===== src/rtl/types.sv =====
// Shared core types: register addressing and the MEM/WB write-back record.
package types;

    localparam int NUM_REGS = 16;
    localparam int XLEN     = 32;

    typedef logic [$clog2(NUM_REGS)-1:0] reg_addr_t;

    typedef struct packed {
        reg_addr_t         rd_addr;
        logic [XLEN-1:0]   rd_data;
    } wb_params_t;

endpackage


===== src/rtl/scoreboard.sv =====
// Per-register in-flight counters, RAW pending detection and sticky overflow flag.
// Latency: counters update on the rising edge; pending/stall are combinational.
// Backpressure: none taken; hazard_stall is the backpressure offered to ID.
module scoreboard #(
    parameter int NUM_REGS = 16,
    parameter int CNT_W    = 2
) (
    input  logic                        clk,
    input  logic                        rst_n,
    input  logic                        issue_valid,
    input  logic [$clog2(NUM_REGS)-1:0] issue_rd,
    input  logic [$clog2(NUM_REGS)-1:0] wb_rd,
    input  logic [$clog2(NUM_REGS)-1:0] rs1_addr,
    input  logic [$clog2(NUM_REGS)-1:0] rs2_addr,
    output logic                        hazard_stall,
    output logic                        sb_overflow
);

    localparam int ADDR_W = $clog2(NUM_REGS);
    localparam logic [CNT_W-1:0] CNT_MAX = '1;
    localparam logic [CNT_W-1:0] CNT_ONE = CNT_W'(1);

    logic [CNT_W-1:0] cnt     [NUM_REGS];
    logic [CNT_W-1:0] cnt_nxt [NUM_REGS];
    logic             ovf_set;

    // Slot 0 exists only to keep indexing simple; it stays at zero.
    always_comb begin
        cnt_nxt = cnt;
        ovf_set = 1'b0;
        for (int r = 1; r < NUM_REGS; r++) begin
            if ((issue_valid && issue_rd == ADDR_W'(r)) && !(wb_rd == ADDR_W'(r))) begin
                if (cnt[r] == CNT_MAX) begin
                    ovf_set = 1'b1;
                end else begin
                    cnt_nxt[r] = cnt[r] + CNT_ONE;
                end
            end else if ((wb_rd == ADDR_W'(r)) && !(issue_valid && issue_rd == ADDR_W'(r))
                         && cnt[r] != '0) begin
                cnt_nxt[r] = cnt[r] - CNT_ONE;
            end
        end
    end

    always_ff @(posedge clk or negedge rst_n) begin
        if (!rst_n) begin
            for (int r = 0; r < NUM_REGS; r++) begin
                cnt[r] <= '0;
            end
            sb_overflow <= 1'b0;
        end else begin
            cnt <= cnt_nxt;
            if (ovf_set) begin
                sb_overflow <= 1'b1;
            end
        end
    end

    // A write-back landing this cycle retires one reservation before the compare.
    function automatic logic pending(input logic [ADDR_W-1:0] a);
        return (cnt[a] != '0) && !((wb_rd == a) && (cnt[a] == CNT_ONE));
    endfunction

    assign hazard_stall = pending(rs1_addr) | pending(rs2_addr);

endmodule


===== src/rtl/regfile_sb.sv =====
// Architectural register file with write-back bypass and issue scoreboard.
// Latency: reads 0 cycles (bypass covers same-cycle WB); writes visible in array next cycle.
// Backpressure: hazard_stall tells ID to hold while a source is still in flight.
module regfile_sb
    import types::wb_params_t;
#(
    parameter int NUM_REGS = 16,
    parameter int XLEN     = 32,
    parameter int CNT_W    = 2
) (
    input  logic                        clk,
    input  logic                        rst_n,
    input  wb_params_t                  wb_params_in,
    input  logic                        issue_valid,
    input  logic [$clog2(NUM_REGS)-1:0] issue_rd,
    input  logic [$clog2(NUM_REGS)-1:0] rs1_addr,
    input  logic [$clog2(NUM_REGS)-1:0] rs2_addr,
    output logic [XLEN-1:0]             rs1_data,
    output logic [XLEN-1:0]             rs2_data,
    output logic                        hazard_stall,
    output logic                        sb_overflow
);

    localparam int ADDR_W = $clog2(NUM_REGS);

    logic [XLEN-1:0]   regs [NUM_REGS];
    logic [ADDR_W-1:0] wb_rd;
    logic [XLEN-1:0]   wb_dat;

    assign wb_rd  = wb_params_in.rd_addr;
    assign wb_dat = wb_params_in.rd_data;

    always_ff @(posedge clk or negedge rst_n) begin
        if (!rst_n) begin
            for (int r = 0; r < NUM_REGS; r++) begin
                regs[r] <= '0;
            end
        end else if (wb_rd != '0) begin
            regs[wb_rd] <= wb_dat;
        end
    end

    always_comb begin
        rs1_data = regs[rs1_addr];
        if (rs1_addr == '0) begin
            rs1_data = '0;
        end else if (rs1_addr == wb_rd) begin
            rs1_data = wb_dat;
        end
    end

    always_comb begin
        rs2_data = regs[rs2_addr];
        if (rs2_addr == '0) begin
            rs2_data = '0;
        end else if (rs2_addr == wb_rd) begin
            rs2_data = wb_dat;
        end
    end

    scoreboard #(
        .NUM_REGS (NUM_REGS),
        .CNT_W    (CNT_W)
    ) u_scoreboard (
        .clk          (clk),
        .rst_n        (rst_n),
        .issue_valid  (issue_valid),
        .issue_rd     (issue_rd),
        .wb_rd        (wb_rd),
        .rs1_addr     (rs1_addr),
        .rs2_addr     (rs2_addr),
        .hazard_stall (hazard_stall),
        .sb_overflow  (sb_overflow)
    );

endmodule

===== config.mk =====
export PLATFORM = sky130hd
export DESIGN_NAME = regfile_sb
export DESIGN_NICKNAME = d
export VERILOG_FILES = /design/src/rtl/types.sv /design/src/rtl/scoreboard.sv /design/src/rtl/regfile_sb.sv
export SDC_FILE = /design/constraint.sdc
export NUM_CORES = 1
export LEC_CHECK = 0
export BUFFER_PORTS_ARGS = -buffer_cell sky130_fd_sc_hd__buf_4
export CORE_MARGIN = 2
export CORE_UTILIZATION = 60
export DETAILED_ROUTE_END_ITERATION = 8
export PLACE_DENSITY_LB_ADDON = 0.3
export SLEW_MARGIN = 15
export SYNTH_ARGS = -nofsm -noshare
export SYNTH_HDL_FRONTEND = slang
export SYNTH_HIERARCHICAL = 1
export SYNTH_SLANG_ARGS = --single-unit

===== constraint.sdc =====
create_clock -name clk -period 3.25 [get_ports clk]
set_clock_uncertainty 0.05 [all_clocks]
set_input_delay 0.4875 -clock clk [delete_from_list [all_inputs] [get_ports clk]]
set_output_delay 0.4875 -clock clk [all_outputs]
set_load 0.03 [all_outputs]

# ---- Yosys cells after proc, flatten, opt, wreduce, memory -nomap -nowiden
# Cells that the tools add are included.
dict set report classes {
  bitwise_logic 4
  mux 94
  eq_ne 66
  order_cmp 4
  n_addsub 30
  n_reduce_logical 147
}
# cell count
set ops {}
lappend ops {{bitwise mux 512 bit} 1}
lappend ops {{two-way mux 32 bit} 9}
lappend ops {{binary-select mux 32 bit (select 4 bit)} 2}
lappend ops {{demux 32 bit (select 4 bit)} 1}
lappend ops {{two-way mux 2 bit} 49}
lappend ops {{logical AND 1 bit} 65}
lappend ops {{== test 4 bit (second input constant)} 16}
lappend ops {{nonzero test 2 bit} 32}
lappend ops {{== test 4 x 3 -> 1 bit (second input constant)} 8}
lappend ops {{zero test 1 bit} 32}
lappend ops {{adder 2 x 1 -> 2 bit (second input constant)} 15}
lappend ops {{== test 2 bit (second input constant)} 15}
lappend ops {{two-way mux 1 bit} 30}
lappend ops {{inequality test 2 bit (second input constant)} 15}
lappend ops {{AND reduction 2 bit} 15}
lappend ops {{subtractor 2 x 1 -> 2 bit (second input constant)} 15}
lappend ops {{binary-select mux 2 bit (select 4 bit)} 2}
lappend ops {{== test 4 x 2 -> 1 bit (second input constant)} 4}
lappend ops {{== test 4 bit} 4}
lappend ops {{>= comparator 5 bit (second input constant)} 3}
lappend ops {{inverter 4 -> 5 bit} 3}
lappend ops {{== test 4 x 1 -> 1 bit (second input constant)} 2}
lappend ops {{zero test 4 bit} 2}
lappend ops {{less-than comparator 5 x 1 -> 1 bit (second input constant)} 1}
lappend ops {{3 further kinds} 4}
dict set report totals {
  in_bits 51
  register_bits 543
  elab_cells 377
  output_inout_bits 66
}

# ---- Longest topological paths before layout
# Gate-level depths: netlist of the first run.
dict set report logic_depth {
  ltp_word 32
  depth_mapped 8
  ltp_nobuf 5
}

# ---- Modules after synthesis
# The synthesis of the first run kept the hierarchy.
# module seq_area_each_um2 area_each_um2 instances cells_each
set modules_own_cells {}
lappend modules_own_cells {regfile_sb 12011.5 26556.7 1 1876}
lappend modules_own_cells {scoreboard 775.7 2656.3 1 313}

# ---- Least setup slack after synthesis of the first run
# No wires, ideal clock.
dict set report synth_timing {
  path_type {input-to-output}
  from {in rs1_addr[1]}
  to {out hazard_stall}
  path_stages 6
  path_buffers 1
  required_time_ps 2712
  setup_slack_ps 475
  arrival_ps 2238
  path_cell_list {clkbuf_1 mux4_2 nor2b_1 nor3_1 o21bai_1 or4_1}
}
dict set report synth_between {
  elab_chain_cells 9
  elab_cells_between_ends 11
  classes_between {eq/ne: 2; mux: 3; bitwise: 2; reduce/logical: 4}
}
# item line
set synth_lines {}
lappend synth_lines {{start: declaration} regfile_sb.sv:16} ;# input logic [$clog2(NUM_REGS)-1:0] rs1_addr,
lappend synth_lines {{inverter 4 -> 5 bit (not written as such)} scoreboard.sv:61} ;# return (cnt[a] != '0) && !((wb_rd == a) && (cnt[a] == CNT_ONE));
lappend synth_lines {{binary-select mux 2 bit (select 4 bit)} scoreboard.sv:61}
lappend synth_lines {{two-way mux 2 bit (not written as such) (2 in series)} scoreboard.sv:61}
lappend synth_lines {{== test 2 x 1 -> 1 bit} scoreboard.sv:61}
lappend synth_lines {{logical AND 1 bit} scoreboard.sv:61}
lappend synth_lines {{zero test 1 bit} scoreboard.sv:61}
lappend synth_lines {{logical AND 1 bit *} scoreboard.sv:61}
lappend synth_lines {{OR 1 bit *} scoreboard.sv:64} ;# assign hazard_stall = pending(rs1_addr) | pending(rs2_addr);
lappend synth_lines {{end: declaration} regfile_sb.sv:20} ;# output logic hazard_stall,
# Every way passes the cells marked *; elsewhere a longest branch is shown, timed or not. The select of a mux whose other input is x is not followed.

# ---- Worst setup path in the final report of the first run
dict set report layout_timing {
  from {reg u_scoreboard/cnt[6] (netlist bit)}
  to {out hazard_stall}
}
dict set report layout_between {
  elab_chain_cells 8
  elab_cells_between_ends 17
  classes_between {eq/ne: 2; mux: 6; bitwise: 1; reduce/logical: 8}
}
# item line
set layout_lines {}
lappend layout_lines {{start: declaration} scoreboard.sv:23} ;# logic [CNT_W-1:0] cnt [NUM_REGS];
lappend layout_lines {{start signal: assignment} scoreboard.sv:52} ;# cnt <= cnt_nxt;
lappend layout_lines {{binary-select mux 2 bit (select 4 bit)} scoreboard.sv:61}
lappend layout_lines {{two-way mux 2 bit (not written as such) (2 in series)} scoreboard.sv:61}
lappend layout_lines {{== test 2 x 1 -> 1 bit} scoreboard.sv:61}
lappend layout_lines {{logical AND 1 bit} scoreboard.sv:61}
lappend layout_lines {{zero test 1 bit} scoreboard.sv:61}
lappend layout_lines {{logical AND 1 bit} scoreboard.sv:61}
lappend layout_lines {{OR 1 bit *} scoreboard.sv:64}
# Marked as above.

==> impl_metrics.tcl, run 1 <==
set metrics [dict create \
    drv_cap 0 \
    grt_pass1_vias 21500 \
    htreeDepth 2 \
    yosysSeqAreaShare_pct 43.8 \
    synth_edf_count 0 \
    ys_ff_latch 511 \
    num_vias 20600 \
    p_per_area_nw_per_um2 618 \
    diodes 0 \
    synth_ff_type "dfrtp_1" \
    wl_per_cell_um 27.8 \
    ys_types 69 \
    slew_headroom_pct 43.4 \
    layout-drive-gt1-share_pct 42.4 \
    port_buffers 116 \
    avgSynthCellArea_um2 13.3 \
    fin_setup_tns_ns 0 \
    clock-sinks 511 \
    gp_congestion 0.874 \
    clock_latency_ns 0.60 \
    cts_buffers 54 \
    vias_per_cell 7.13 \
    detailed_place_hpwl_um 50700 \
    grt_antenna_before_repair 1 \
    maxClockFrequency_mhz 313 \
    gr-total-overflow 0 \
    setup_viol 0 \
    cts.clk_slew.worst_paths_ns 0.06 \
    drtIter0Drc 1706 \
    final_cells 2893 \
    synth_nets 2240 \
    slew_viol_final 0 \
    drc 0 \
    crit_start "u_scoreboard/cnt[6]" \
    outcome "completed" \
    cts_root_buf "clkbuf_16" \
    grt_max_degree 91 \
    worstSetupEndpointType "primary output" \
    crit_required_ns 2.71 \
    final_common_cell "dfrtp_1" \
    grt_usage_pct 32.2 \
    dr.pass1.iters 5 \
    start_kind "register" \
    die_w_um 225 \
    worstSetupPathType "reg2out" \
    vdd_ir_drop_max_v 0.000506 \
    layout_common_cells "dfrtp_1, mux2_2, buf_4" \
    finalHoldViolations 0 \
    syn_inst 2189 \
    rows 80 \
    p_leak_nw 13.3 \
    dp.cells 2798 \
    post-route-period-util_pct 98.4 \
    cp_max_fo 7 \
    start_util_pct 60.9 \
    final_nets 2291 \
    cts_tree "done" \
    rsz0062_at_grt "false" \
    clock_path_buffers 3 \
    yosysTopAreaCell "dfrtp_1" \
    core_area_um2 47900 \
    netlist.area_leader.share_pct 43.8 \
    totalWireLength_um 80500 \
    dieArea_um2 50500 \
    min_from "wb_params_in[18]" \
    period_minus_slack_ns 3.20 \
    pin_count 117 \
    r2r_start "u_scoreboard/cnt[18]" \
    yosys_warnings 6 \
    synth.cell_area_um2 29200 \
    area_delta_synth_final_pct 11.3 \
    yosys-top-cells-area "dfrtp_1, mux2_2, mux4_2, mux2i_1, a211oi_1" \
    grt_pass1_wl_um 125000 \
    worst_pin_slew_ns 0.849 \
    hp-class "in2reg" \
    die_y_um 225 \
    synth-async-reset-ratio_pct 100 \
    worstPathArrival_ns 2.66 \
    ant_nets 0 \
]
[synthesized netlist by cell type (all sizes together), types with 3 or more instances]
| master | n |
|---|---|
| a211oi | 139 |
| a21oi | 111 |
| a22o | 22 |
| a22oi | 64 |
| and2 | 5 |
| and2b | 3 |
| buf | 146 |
| clkbuf | 78 |
| dfrtp | 511 |
| inv | 6 |
| mux2 | 506 |
| mux2i | 101 |
| mux4 | 178 |
| nand2 | 23 |
| nand2b | 11 |
| nand3 | 12 |
| nand3b | 11 |
| nand4 | 6 |
| nand4b | 3 |
| nor2 | 54 |
| nor2b | 17 |
| nor3 | 12 |
| nor3b | 13 |
| nor4 | 4 |
| o211ai | 6 |
| o21ai | 64 |
| o22a | 3 |
| o22ai | 22 |
| or2 | 7 |
| or3 | 3 |
| xnor2 | 8 |
| xor2 | 8 |
[final timing paths]
kind                                       endpoint  slack, ns  depth (start not counted)
setup / recovery                       hazard_stall       0.05                          5
min in group asynchronous       u_scoreboard/cnt[2]       0.40                          2
hold reg to reg                            regs[98]       0.45                          1
hold / removal                             regs[82]       0.17                          2
max in group asynchronous                 regs[196]       1.64                          3
setup reg to reg           u_scoreboard/sb_overflow       1.53                          4
[state kept, by name, summed over array words and instances, names as in the netlist]
name / flops
regs: 480
u_scoreboard/cnt: 30
u_scoreboard/sb_overflow: 1
[cell families after synthesis]
family | Yosys count | share of synthesized area [%]
xor gates and xnor gates | 16 | 0.480
buffers and inverters | 230 | 4.45
and+or+nand+nor | 198 | 4.03
AOI/OAI and AO/OA | 449 | 10.5
DFF | 511 | 43.8
muxes | 785 | 36.7
[timing repair]
action | CTS | global route
gates resized for setup | 1 | 4
hold endpoints to repair | 79 | 0
endpoints found under the setup margin | 1 | 1
pin swaps | 0 | 1
hold buffers | 1 | 0
setup buffers | 0 | 0
gates cloned | 0 | 0
[layout make-up]
class                   instances  area [µm²]
clock inverters                22         206
multi-input cells            1448       15200
well taps                     615         769
repair buffers                219        1990
fillers                      3327       15400
inverters                       6        22.5
clock buffers                  72        1500
flip-flops and latches        511       12800
[metal layers]
metal	vias to the layer above	global-route usage, %	part of all wire, %
met5	-	0	0.016
met3	224	6.91	8.3
met2	1018	52.6	49
met1	10800	41.9	39
li1	8590	-	-
met4	2	14.2	4.1
[critical path, stage by stage, from the launching register on]
cell and delay [ns]:
dfrtp_2 0.46, mux4_1 0.55, o2111ai_2 0.20, a21oi_1 0.09, or4_1 0.56, buf_4 0.20
[where the power goes]
| part | total [W] | internal [W] | switching (W) |
|---|---|---|---|
| Clock | 0.00606 | 0.00346 | 0.00260 |
| Sequential | 0.00887 | 0.00775 | 0.00112 |
| Combinational | 0.00516 | 0.00280 | 0.00236 |
[per-stage QoR]
step | worst slack [ns] | utilization (%) | total power (W) | hold WS, ns | instance area, µm²
floorplan | 0.475 | - | 0.0124 | 0.142 | 29200
global placement | 0.223 | 64.2 | 0.0137 | 0.431 | 30800
detailed placement | 0.197 | 64.2 | 0.0140 | 0.439 | 30800
CTS | 0.000776 | 67.8 | 0.0201 | 0.146 | 32500
global route | 0.0188 | 67.8 | 0.0209 | 0.185 | 32500
finish | 0.0511 | 67.8 | 0.0201 | 0.171 | 32500
Note: power is estimated with default switching activity, not from simulation.
==> run 2: changes to the inputs <==
--- a/config.mk
+++ b/config.mk
@@ -10,6 +10,7 @@
 export CORE_UTILIZATION = 60
 export DETAILED_ROUTE_END_ITERATION = 8
 export PLACE_DENSITY_LB_ADDON = 0.3
+export SETUP_SLACK_MARGIN = 0.5
 export SLEW_MARGIN = 15
 export SYNTH_ARGS = -nofsm -noshare
 export SYNTH_HDL_FRONTEND = slang
==> run 2 against run 1 <==
Compared with the run above:
- hold slack worse by 0.046 ns
- count of clock-buffer cells in the layout up 13
- via count up 1.8%
- flip-flop and latch count unchanged
- largest cell class unchanged
==> impl_metrics.tcl, run 2 (synthesis results as in run 1) <==
set metrics [dict create \
    layout_common_cells "dfrtp_1, mux2_2, buf_4" \
    worstSetupEndpointType "primary output" \
    worst_pin_slew_ns 0.722 \
    cp_max_fo 2 \
    cp_common_cell "buf_6" \
    hold_slack_ns 0.125 \
    clock-sinks 511 \
    cts.clk_slew.worst_paths_ns 0.06 \
    grt_antenna_before_repair 1 \
    maxClockFrequency_mhz 321 \
    cts_tree "done" \
    hp-class "in2reg" \
    vdd_ir_drop_max_v 0.000525 \
    path_cells "buf_6 -> mux4_2 -> mux2i_1 -> o21bai_1 -> or4_4 -> buf_6" \
    crit_required_ns 2.71 \
    clock_path_buffers 3 \
    grt_usage_pct 33.3 \
    core_area_um2 47900 \
    cp_slowest_stage_delay_ns 0.49 \
    slew_headroom_pct 51.9 \
    start_util_pct 60.9 \
    dr.pass1.iters 5 \
    slew_viol_final 0 \
    diodes 0 \
    crit_slowest_cell "or4_4" \
    worstSetupPathType "reg2out" \
    p_leak_nw 13.8 \
    cts_root_buf "clkbuf_16" \
    setup_viol 0 \
    cp_top_family "multiplexers" \
    htreeDepth 2 \
    worstPathArrival_ns 2.58 \
    dieArea_um2 50500 \
    clock_latency_ns 0.62 \
    grt_pass1_vias 22100 \
    final_common_cell "dfrtp_1" \
    largest_reg_flops 480 \
    rows 80 \
    final_nets 2334 \
    crit_cells 6 \
    ant_nets 0 \
    port_buffers 116 \
    vias_per_cell 7.14 \
    grt_max_degree 82 \
    drc 0 \
    post-route-period-util_pct 95.8 \
    gr-total-overflow 0 \
    hold_path_depth 4 \
    reg2reg_depth 5 \
    cts_buffers 55 \
    largest-register "regs" \
    die_y_um 225 \
    power.total_w 0.0209 \
    area_delta_synth_final_pct 15.2 \
    layout-drive-gt1-share_pct 46.6 \
    detailed_place_hpwl_um 50700 \
    finalHoldViolations 0 \
    start_kind "register" \
    drv_cap 0 \
    grt_pass1_wl_um 129000 \
    crit_buf_inv 2 \
    num_vias 21000 \
    totalWireLength_um 84300 \
    period_minus_slack_ns 3.11 \
    outcome "completed" \
    reg_top3 "regs (480), u_scoreboard/cnt (30), u_scoreboard/sb_overflow (1)" \
    die_w_um 225 \
    wl_per_cell_um 28.7 \
    rsz0062_at_grt "true" \
    drtIter0Drc 2082 \
    gp_congestion 0.867 \
    p_per_area_nw_per_um2 621 \
    fin_setup_tns_ns 0 \
    nFillCells 3103 \
    pin_count 117 \
]
## run 2: tightest hold or removal path, cell delays in order
cell and delay [ns]:
buf_4 0.11, nor2_1 0.05, nand2_1 0.05, a21oi_1 0.06
## run 2: final timing paths
check                                     start                        to  slack [ns]
min in group asynchronous                 rst_n      u_scoreboard/cnt[13]        0.41
setup reg to reg           u_scoreboard/cnt[14]  u_scoreboard/sb_overflow        1.48
hold / removal                      issue_rd[1]      u_scoreboard/cnt[29]        0.13
max in group asynchronous                 rst_n                   regs[2]        1.76
hold reg to reg                        regs[98]                  regs[98]        0.46
setup / recovery            u_scoreboard/cnt[1]              hazard_stall        0.14
## run 2: layout make-up
type                       count  area [µm²]  area share (%)
multi-input combinational   1448       15600            46.3
sequential                   511       12800            38.1
timing repair buffer         261        2590            7.69
clock buffer                  85        1680            4.99
tap                          615         769            2.29
clock inverter                15         215           0.640
inverter                       6        22.5          0.0669
## run 2: where the power goes
group          internal [W]  leakage (nW)  switching [W]
clock               0.00393         0.940        0.00263
sequential          0.00776          6.14        0.00113
combinational       0.00295          6.68        0.00249
## run 2: stage by stage
| step | cell area (µm²) | setup WS (ns) | utilization, % | std cells |
|---|---|---|---|---|
| after global placement | 30900 | 0.318 | 64.4 | 2802 |
| after CTS | 33100 | 0.149 | 69.1 | 2920 |
| after floorplan | 29200 | 0.527 | - | 2189 |
| after detailed placement | 30900 | 0.329 | 64.4 | 2802 |
| final | 33600 | 0.137 | 70.2 | 2941 |
| after global routing | 33600 | 0.0888 | 70.2 | 2941 |
## run 2: what timing repair did
item	CTS	global route
pin swaps	2	2
endpoints found under the setup margin	61	56
hold buffers	1	0
gates resized for setup	56	62
hold endpoints to repair	70	0
gates cloned	1	3
setup buffers	16	18
## run 2: metal layers
metal	vias to the layer above	track usage [%]	part of all wire, %
met1	10900	43.6	38
met4	2	16.3	5.1
met2	1111	53.5	48
li1	8697	-	-
met3	290	7.05	9.0
met5	-	0	0.013
